==> src/rtl/vga_scan_if.sv <==
// Pixel-path bundle between the raster timing generator (master) and the
// cell renderer / VGA pins (slave).
interface vga_scan_if;
    logic        pix_ce;
    logic [11:0] rgb_in;
    logic [10:0] x;
    logic [10:0] y;
    logic [11:0] vga_rgb;
    logic        vga_hs;
    logic        vga_vs;
    logic        frame_tick;

    modport master (
        input  pix_ce, rgb_in,
        output x, y, vga_rgb, vga_hs, vga_vs, frame_tick
    );

    modport slave (
        output pix_ce, rgb_in,
        input  x, y, vga_rgb, vga_hs, vga_vs, frame_tick
    );
endinterface

==> src/rtl/vga_scan.sv <==
// Raster timing generator and registered VGA output stage with a per-frame tick.
// Build option: VGA_SYNC_ACTIVE_HIGH_EN selects active-high sync (default build: active-low).
module vga_scan #(
    parameter int unsigned H_ACTIVE = 1280,
    parameter int unsigned H_FP     = 48,
    parameter int unsigned H_SYNC   = 112,
    parameter int unsigned H_BP     = 248,
    parameter int unsigned V_ACTIVE = 1024,
    parameter int unsigned V_FP     = 1,
    parameter int unsigned V_SYNC   = 3,
    parameter int unsigned V_BP     = 38
) (
    input  logic      clk,
    input  logic      rst_n,
    vga_scan_if.master bus
);

    localparam int unsigned H_TOTAL = H_ACTIVE + H_FP + H_SYNC + H_BP;
    localparam int unsigned V_TOTAL = V_ACTIVE + V_FP + V_SYNC + V_BP;

    generate
        if (H_TOTAL > 2048 || V_TOTAL > 2048) begin : g_size_check
            $error("vga_scan: H_TOTAL and V_TOTAL must not exceed 2048");
        end
    endgenerate

`ifdef VGA_SYNC_ACTIVE_HIGH_EN
    localparam logic SYNC_ON = 1'b1;
`else
    localparam logic SYNC_ON = 1'b0;
`endif
    localparam logic SYNC_OFF = ~SYNC_ON;

    // 12-bit compare constants so a boundary of exactly 2048 does not wrap.
    localparam logic [11:0] H_LAST     = 12'(H_TOTAL - 1);
    localparam logic [11:0] V_LAST     = 12'(V_TOTAL - 1);
    localparam logic [11:0] H_VIS_END  = 12'(H_ACTIVE);
    localparam logic [11:0] V_VIS_END  = 12'(V_ACTIVE);
    localparam logic [11:0] HS_START   = 12'(H_ACTIVE + H_FP);
    localparam logic [11:0] HS_END     = 12'(H_ACTIVE + H_FP + H_SYNC);
    localparam logic [11:0] VS_START   = 12'(V_ACTIVE + V_FP);
    localparam logic [11:0] VS_END     = 12'(V_ACTIVE + V_FP + V_SYNC);

    logic [10:0] x_q, x_d;
    logic [10:0] y_q, y_d;
    logic [11:0] rgb_q, rgb_d;
    logic        hs_q, hs_d;
    logic        vs_q, vs_d;
    logic        tick_q, tick_d;

    logic [11:0] x_ext;
    logic [11:0] y_ext;
    logic        visible;
    logic        hs_on;
    logic        vs_on;

    assign x_ext   = {1'b0, x_q};
    assign y_ext   = {1'b0, y_q};
    assign visible = (x_ext < H_VIS_END) && (y_ext < V_VIS_END);
    assign hs_on   = (x_ext >= HS_START) && (x_ext < HS_END);
    assign vs_on   = (y_ext >= VS_START) && (y_ext < VS_END);

    always_comb begin
        // NOTE: every signal gets a hold/default value first so no path leaves it unassigned (no latch).
        x_d    = x_q;
        y_d    = y_q;
        rgb_d  = rgb_q;
        hs_d   = hs_q;
        vs_d   = vs_q;
        tick_d = 1'b0;
        if (bus.pix_ce) begin
            if (x_ext == H_LAST) begin
                x_d = '0;
                y_d = (y_ext == V_LAST) ? '0 : y_q + 11'd1;
            end else begin
                x_d = x_q + 11'd1;
            end
            // Outputs describe the coordinate presented during this cycle.
            rgb_d  = visible ? bus.rgb_in : 12'h000;
            hs_d   = hs_on ? SYNC_ON : SYNC_OFF;
            vs_d   = vs_on ? SYNC_ON : SYNC_OFF;
            tick_d = (x_q == 11'd0) && (y_ext == V_VIS_END);
        end
    end

    // NOTE: sequential state uses non-blocking assignments so all flops update together.
    always_ff @(posedge clk or negedge rst_n) begin
        if (!rst_n) begin
            x_q    <= '0;
            y_q    <= '0;
            rgb_q  <= 12'h000;
            hs_q   <= SYNC_OFF;
            vs_q   <= SYNC_OFF;
            tick_q <= 1'b0;
        end else begin
            x_q    <= x_d;
            y_q    <= y_d;
            rgb_q  <= rgb_d;
            hs_q   <= hs_d;
            vs_q   <= vs_d;
            tick_q <= tick_d;
        end
    end

    assign bus.x          = x_q;
    assign bus.y          = y_q;
    assign bus.vga_rgb    = rgb_q;
    assign bus.vga_hs     = hs_q;
    assign bus.vga_vs     = vs_q;
    assign bus.frame_tick = tick_q;

endmodule

==> src/flat_wrapper.sv <==
// flat-port wrapper written by rule: the top's interface ports become plain ports
module vga_scan_flat 
#(
    parameter int unsigned H_ACTIVE = 1280,
    parameter int unsigned H_FP     = 48,
    parameter int unsigned H_SYNC   = 112,
    parameter int unsigned H_BP     = 248,
    parameter int unsigned V_ACTIVE = 1024,
    parameter int unsigned V_FP     = 1,
    parameter int unsigned V_SYNC   = 3,
    parameter int unsigned V_BP     = 38
)
  (clk, rst_n, bus_pix_ce, bus_rgb_in, bus_x, bus_y, bus_vga_rgb, bus_vga_hs, bus_vga_vs, bus_frame_tick);
  vga_scan_if bus_i ();
  input  logic clk;
  input  logic rst_n;
  input wire logic [$bits(bus_i.pix_ce)-1:0] bus_pix_ce;
  input wire logic [$bits(bus_i.rgb_in)-1:0] bus_rgb_in;
  output wire logic [$bits(bus_i.x)-1:0] bus_x;
  output wire logic [$bits(bus_i.y)-1:0] bus_y;
  output wire logic [$bits(bus_i.vga_rgb)-1:0] bus_vga_rgb;
  output wire logic [$bits(bus_i.vga_hs)-1:0] bus_vga_hs;
  output wire logic [$bits(bus_i.vga_vs)-1:0] bus_vga_vs;
  output wire logic [$bits(bus_i.frame_tick)-1:0] bus_frame_tick;
  assign bus_i.pix_ce = bus_pix_ce;
  assign bus_i.rgb_in = bus_rgb_in;
  assign bus_x = bus_i.x;
  assign bus_y = bus_i.y;
  assign bus_vga_rgb = bus_i.vga_rgb;
  assign bus_vga_hs = bus_i.vga_hs;
  assign bus_vga_vs = bus_i.vga_vs;
  assign bus_frame_tick = bus_i.frame_tick;
  vga_scan #(.H_ACTIVE(H_ACTIVE), .H_FP(H_FP), .H_SYNC(H_SYNC), .H_BP(H_BP), .V_ACTIVE(V_ACTIVE), .V_FP(V_FP), .V_SYNC(V_SYNC), .V_BP(V_BP)) u_core (.clk(clk), .rst_n(rst_n), .bus(bus_i));
endmodule
==> config.mk <==
export PLATFORM = sky130hd
export DESIGN_NAME = vga_scan_flat
export DESIGN_NICKNAME = d
export VERILOG_FILES = /design/src/rtl/vga_scan_if.sv /design/src/rtl/vga_scan.sv /design/src/flat_wrapper.sv
export SDC_FILE = /design/constraint.sdc
export NUM_CORES = 1
export LEC_CHECK = 0
export ABC_CLOCK_PERIOD_IN_PS = 2350
export BUFFER_PORTS_ARGS = -buffer_cell sky130_fd_sc_hd__buf_2
export CAP_MARGIN = 20
export CORE_UTILIZATION = 50
export DETAILED_ROUTE_END_ITERATION = 16
export GPL_TIMING_DRIVEN = 0
export PLACE_DENSITY = 0.84
export SYNTH_ARGS = -nofsm -noshare
export SYNTH_HDL_FRONTEND = slang
export SYNTH_SLANG_ARGS = --single-unit
==> constraint.sdc <==
create_clock -name clk -period 2.35 [get_ports clk]
set_clock_uncertainty 0.15 [all_clocks]
set_input_delay 0 -clock clk [delete_from_list [all_inputs] [get_ports clk]]
set_output_delay 0 -clock clk [all_outputs]
set_load 0.02 [all_outputs]
# == Yosys cells after proc, flatten, opt, wreduce, memory -nomap -nowiden ==
# Index checks and enable logic that the tools add are counted.
# op_classes
add_sub_neg,2
magnitude_cmp,6
n_eq_ne,3
mux,6
n_reduce_logical,6
# ops
cell,n
"< comparator 11 bit, second input constant",4
"== test 11 bit, second input constant",3
"adder 11 x 1 -> 11 bit, second input constant",2
">= comparator 11 bit, second input constant",2
2-to-1 mux 11 bit,2
2-to-1 mux 12 bit,1
zero test 11 bit,1
logical AND 1 bit,4
2-to-1 mux 1 bit,3
AND reduction 2 bit,1
# totals
regBits,37
in_bits,15
output_inout_bits,37
elab_cells,29

# == Depth between registers and ports, before layout ==
# logic_depth
ltp_word,3
ltp_mapped,7
mapped_depth_nobuf,6

# == Least setup slack after synthesis ==
# No wires, ideal clock.
# synth_path
kind,flip-flop to flip-flop
start,register u_core.x_q[8] (netlist: u_core.bus.x[8])
end,register u_core.y_q[10] (netlist: u_core.bus.y[10])
setup_ps,83
arrival_time_ps,2003
required_time_ps,2117
path_slack_ps,115
stages_incl_launch_ff,5
n_path_buf,0
period_less_slack_ps,2235
cell_sequence,dfrtp_1 or4_4 or3_4 or4_1 o21ai_0
# synth_via
elab_chain_len,2
# synth_rtl
element,line_no,rtl
from (decl),vga_scan.sv:44,"logic [10:0] x_q, x_d;"
from (signal assigned),vga_scan.sv:89,x_q <= '0;
from (signal assigned),vga_scan.sv:96,x_q <= x_d;
== test 11 bit,vga_scan.sv:72,if (x_ext == H_LAST) begin
AND reduction 2 bit (no source line),n/a,
to (signal assigned),vga_scan.sv:97,y_q <= y_d;
to (decl),vga_scan.sv:45,"logic [10:0] y_q, y_d;"
# No other way between the ends.
# A chain may end at the register's enable or synchronous reset.

# == Worst setup path after layout ==
# layout_path
start,register u_core.x_q[5] (netlist: u_core.bus.x[5])
end,register u_core.y_q[8] (netlist: u_core.bus.y[8])
# Same word-level chain as after synthesis.

==> flow_summary.toml <==
[status]
outcome = "complete, no violations"

[placed_design]
gp_congestion = 0.846
dp_hpwl_um = 2900
port_buffers = 51
dpl-instance-area_um2 = 2130

[sta]
fin_crit_ns = 2.32
fmax_mhz = 431
final-setup-viol-count = 0
slew_violations = 0
setup_tns_ns = 0
period_share_pct = 98.7
slew_headroom_pct = 46.6
rsz0062_at_grt = "false"
tightestPinTransition_ns = 0.801
hold_viol = 0

[worst_setup_path]
crit_fanout = 10
start_kind = "register"
cp-end-kind = "register"
worstPathRequired_ns = 2.44
path_class = "reg2reg"
cp.arrival_ns = 2.41

[logic_synthesis]
synth_mux_area_share_pct = 0.551
synth_top_family_by_area = "simple AND/OR/NAND/NOR gates"
yosys_warnings = 0
synth_compound_area_share_pct = 14.9
syn_nets = 216
syn_inst = 196
synth_fa_ha_area_share_pct = 3.44
synth_seq_cells = 37
yosysSeqAreaShare_pct = 51.1
synth_area_um2 = 1820
synth_area_per_cell_um2 = 9.27
synthSimpleGateAreaFrac_pct = 21.6
synth_xor_area_share_pct = 2.89
synthDistinctLibCells = 35

[global_routing]
grt_first_pass_wirelength_um = 7550
grt_overflow = 0
grt_pass1_vias = 1626
grt_usage_pct = 25.6
grt_max_degree = 38
antenna_found_initial = 0

[route]
ant_nets = 0
wl_um = 4510
dr.pass1.iters = 4
vias = 1721
avgRoutedWirePerCell_um = 14.3
drc = 0
viasPerCell = 5.46
drtIter0Drc = 92

[floorplanning]
die_w_um = 62.3
rows = 21
start_util_pct = 53.2
dieHeight_um = 62.3
design.die.area_um2 = 3880
pin_count = 52
core_area_um2 = 3420

[pwr]
p_total_mw = 1.49
leakagePower_nw = 1.12
ir_drop_mv = 0.526
power_density_nw_per_um2 = 631

[clock_network]
cts_buffers = 5
tritoncts = "yes"
clock-sinks = 37
cts_max_level = 2
path_clk_slew_ns = 0.13
insertion_delay_ns = 0.37
clockBufferDepth = 2
clock-root-buffer = "clkbuf_4"

[cells_and_area]
drive_gt1_share_pct = 24.9
antenna_cells = 0
fin_nets = 288
final_cell_area_um2 = 2360
area_delta_synth_final_pct = 30.0

[flow_run]
maxCapViolCount = 0

[hold_path]
min_path_type = "in2async"
## where the power goes
group,total [mW],switching (mW),internal (mW)
clock network,0.461,0.236,0.225
registers,0.745,0.0658,0.680
logic,0.284,0.171,0.112
## area by class of cell
type | instances | area [um2]
fill | 271 | 1050
sequential | 37 | 930
multi-input combinational | 133 | 795
timing repair buffer | 65 | 395
inverter | 18 | 67.6
tap | 46 | 57.6
clock inverter | 3 | 46.3
clock buffer | 5 | 37.5
buffer | 8 | 32.5
## final timing paths
path	start	cells past startpoint	endpoint	slack [ns]
worst max-delay path	u_core.bus.x[5]	4	u_core.bus.y[8]	0.03
worst min-delay path	rst_n	2	u_core.bus.x[10]	0.09
worst max register to register	u_core.bus.x[5]	4	u_core.bus.y[8]	0.03
worst min register to register	u_core.bus.x[8]	1	u_core.bus.x[8]	0.39
max in group asynchronous	rst_n	2	u_core.bus.x[8]	1.41
min in group clk	bus_rgb_in[11]	4	u_core.bus.vga_rgb[11]	0.22
## per-layer routing
layer | track usage [%] | routed length (um)
met5 | 0 | 0
met1 | 32.3 | 1930
met3 | 6.62 | 306
met2 | 40.1 | 2120
met4 | 14.2 | 152
## synthesized netlist by cell type
| master | instances | area share [%] |
|---|---|---|
| dfrtp_1 | 35 | 48 |
| o21ai_0 | 25 | 6.9 |
| nand2_1 | 20 | 4.1 |
| inv_1 | 18 | 3.7 |
| nand3_1 | 11 | 3.0 |
| nor2_1 | 10 | 2.1 |
| nand4_1 | 8 | 2.8 |
| nor3_1 | 8 | 2.2 |
| and3_1 | 7 | 2.4 |
| clkbuf_1 | 6 | 1.2 |
| a21oi_1 | 5 | 1.4 |
| ha_1 | 5 | 3.4 |
| a22o_1 | 4 | 1.9 |
| xor2_1 | 4 | 1.9 |
| nor4_1 | 3 | 1.0 |
| or3_1 | 3 | 1.0 |
| a31oi_1 | 2 | 0.69 |
| buf_2 | 2 | 0.55 |
| dfstp_2 | 2 | 2.9 |
| o41ai_1 | 2 | 0.96 |
| xnor2_1 | 2 | 0.96 |
| a211oi_1 | 1 | 0.41 |
| a21o_1 | 1 | 0.41 |
| and4_1 | 1 | 0.48 |
| mux2i_1 | 1 | 0.55 |
| nor2b_1 | 1 | 0.34 |
| nor4b_1 | 1 | 0.48 |
| o21a_1 | 1 | 0.41 |
| o21bai_1 | 1 | 0.41 |
| o22a_1 | 1 | 0.48 |
| o311ai_0 | 1 | 0.48 |
| o31ai_1 | 1 | 0.41 |
| or3_4 | 1 | 0.62 |
| or4_1 | 1 | 0.41 |
| or4_4 | 1 | 0.62 |
## sequential cells by signal (all words and copies together), names as in the netlist
name	flops
u_core.bus.vga_rgb	12
u_core.bus.vga_hs	1
u_core.bus.y	11
u_core.bus.frame_tick	1
u_core.bus.vga_vs	1
u_core.bus.x	11
## worst max-delay path: stages, from the launching register on
cell and delay, ns:
dfrtp_1 0.48, or4_4 0.57, or3_4 0.42, buf_2 0.20, o41ai_1 0.38
## metrics by stage
stage / util (%) / hold slack, ns / std cells / worst slack (ns)
2_1_floorplan: - / -0.446 / 196 / 0.115
3_3_place_gp: 62.3 / -0.0148 / 293 / 0.151
4_1_cts: 68.9 / 0.116 / 315 / 0.0317
5_1_grt: 69.1 / 0.162 / 315 / 0.0102
3_5_place_dp: 62.3 / -0.0182 / 293 / 0.0667
6_report: 69.1 / 0.0941 / 315 / 0.0301
## cells in the final DEF, fill, tap and decap left out, types with 8 or more instances in the layout
cell	synthesis	routed
dfrtp_1	35	34
nand4_1	8	8
nand3_1	11	11
dlygate4sd3_1	0	14
buf_2	2	53
nor2_1	10	10
nor3_1	8	8
o21ai_0	25	25
inv_1	18	18
nand2_1	20	20
## cells by family after synthesis
group	Yosys count
muxes	1
xor gates and xnor gates	6
and+or+nand+nor	76
DFF	37
buffers and inverters	26
adders and majority gates	5
AOI/OAI and AO/OA	45
## repair_timing
item,4_1_cts,5_1_grt
hold buffers,14,0
setup endpoints to repair,0,3
setup buffers,0,0
resized for setup,0,2
hold endpoints to repair,52,0
(Power assumes the default switching activity.)
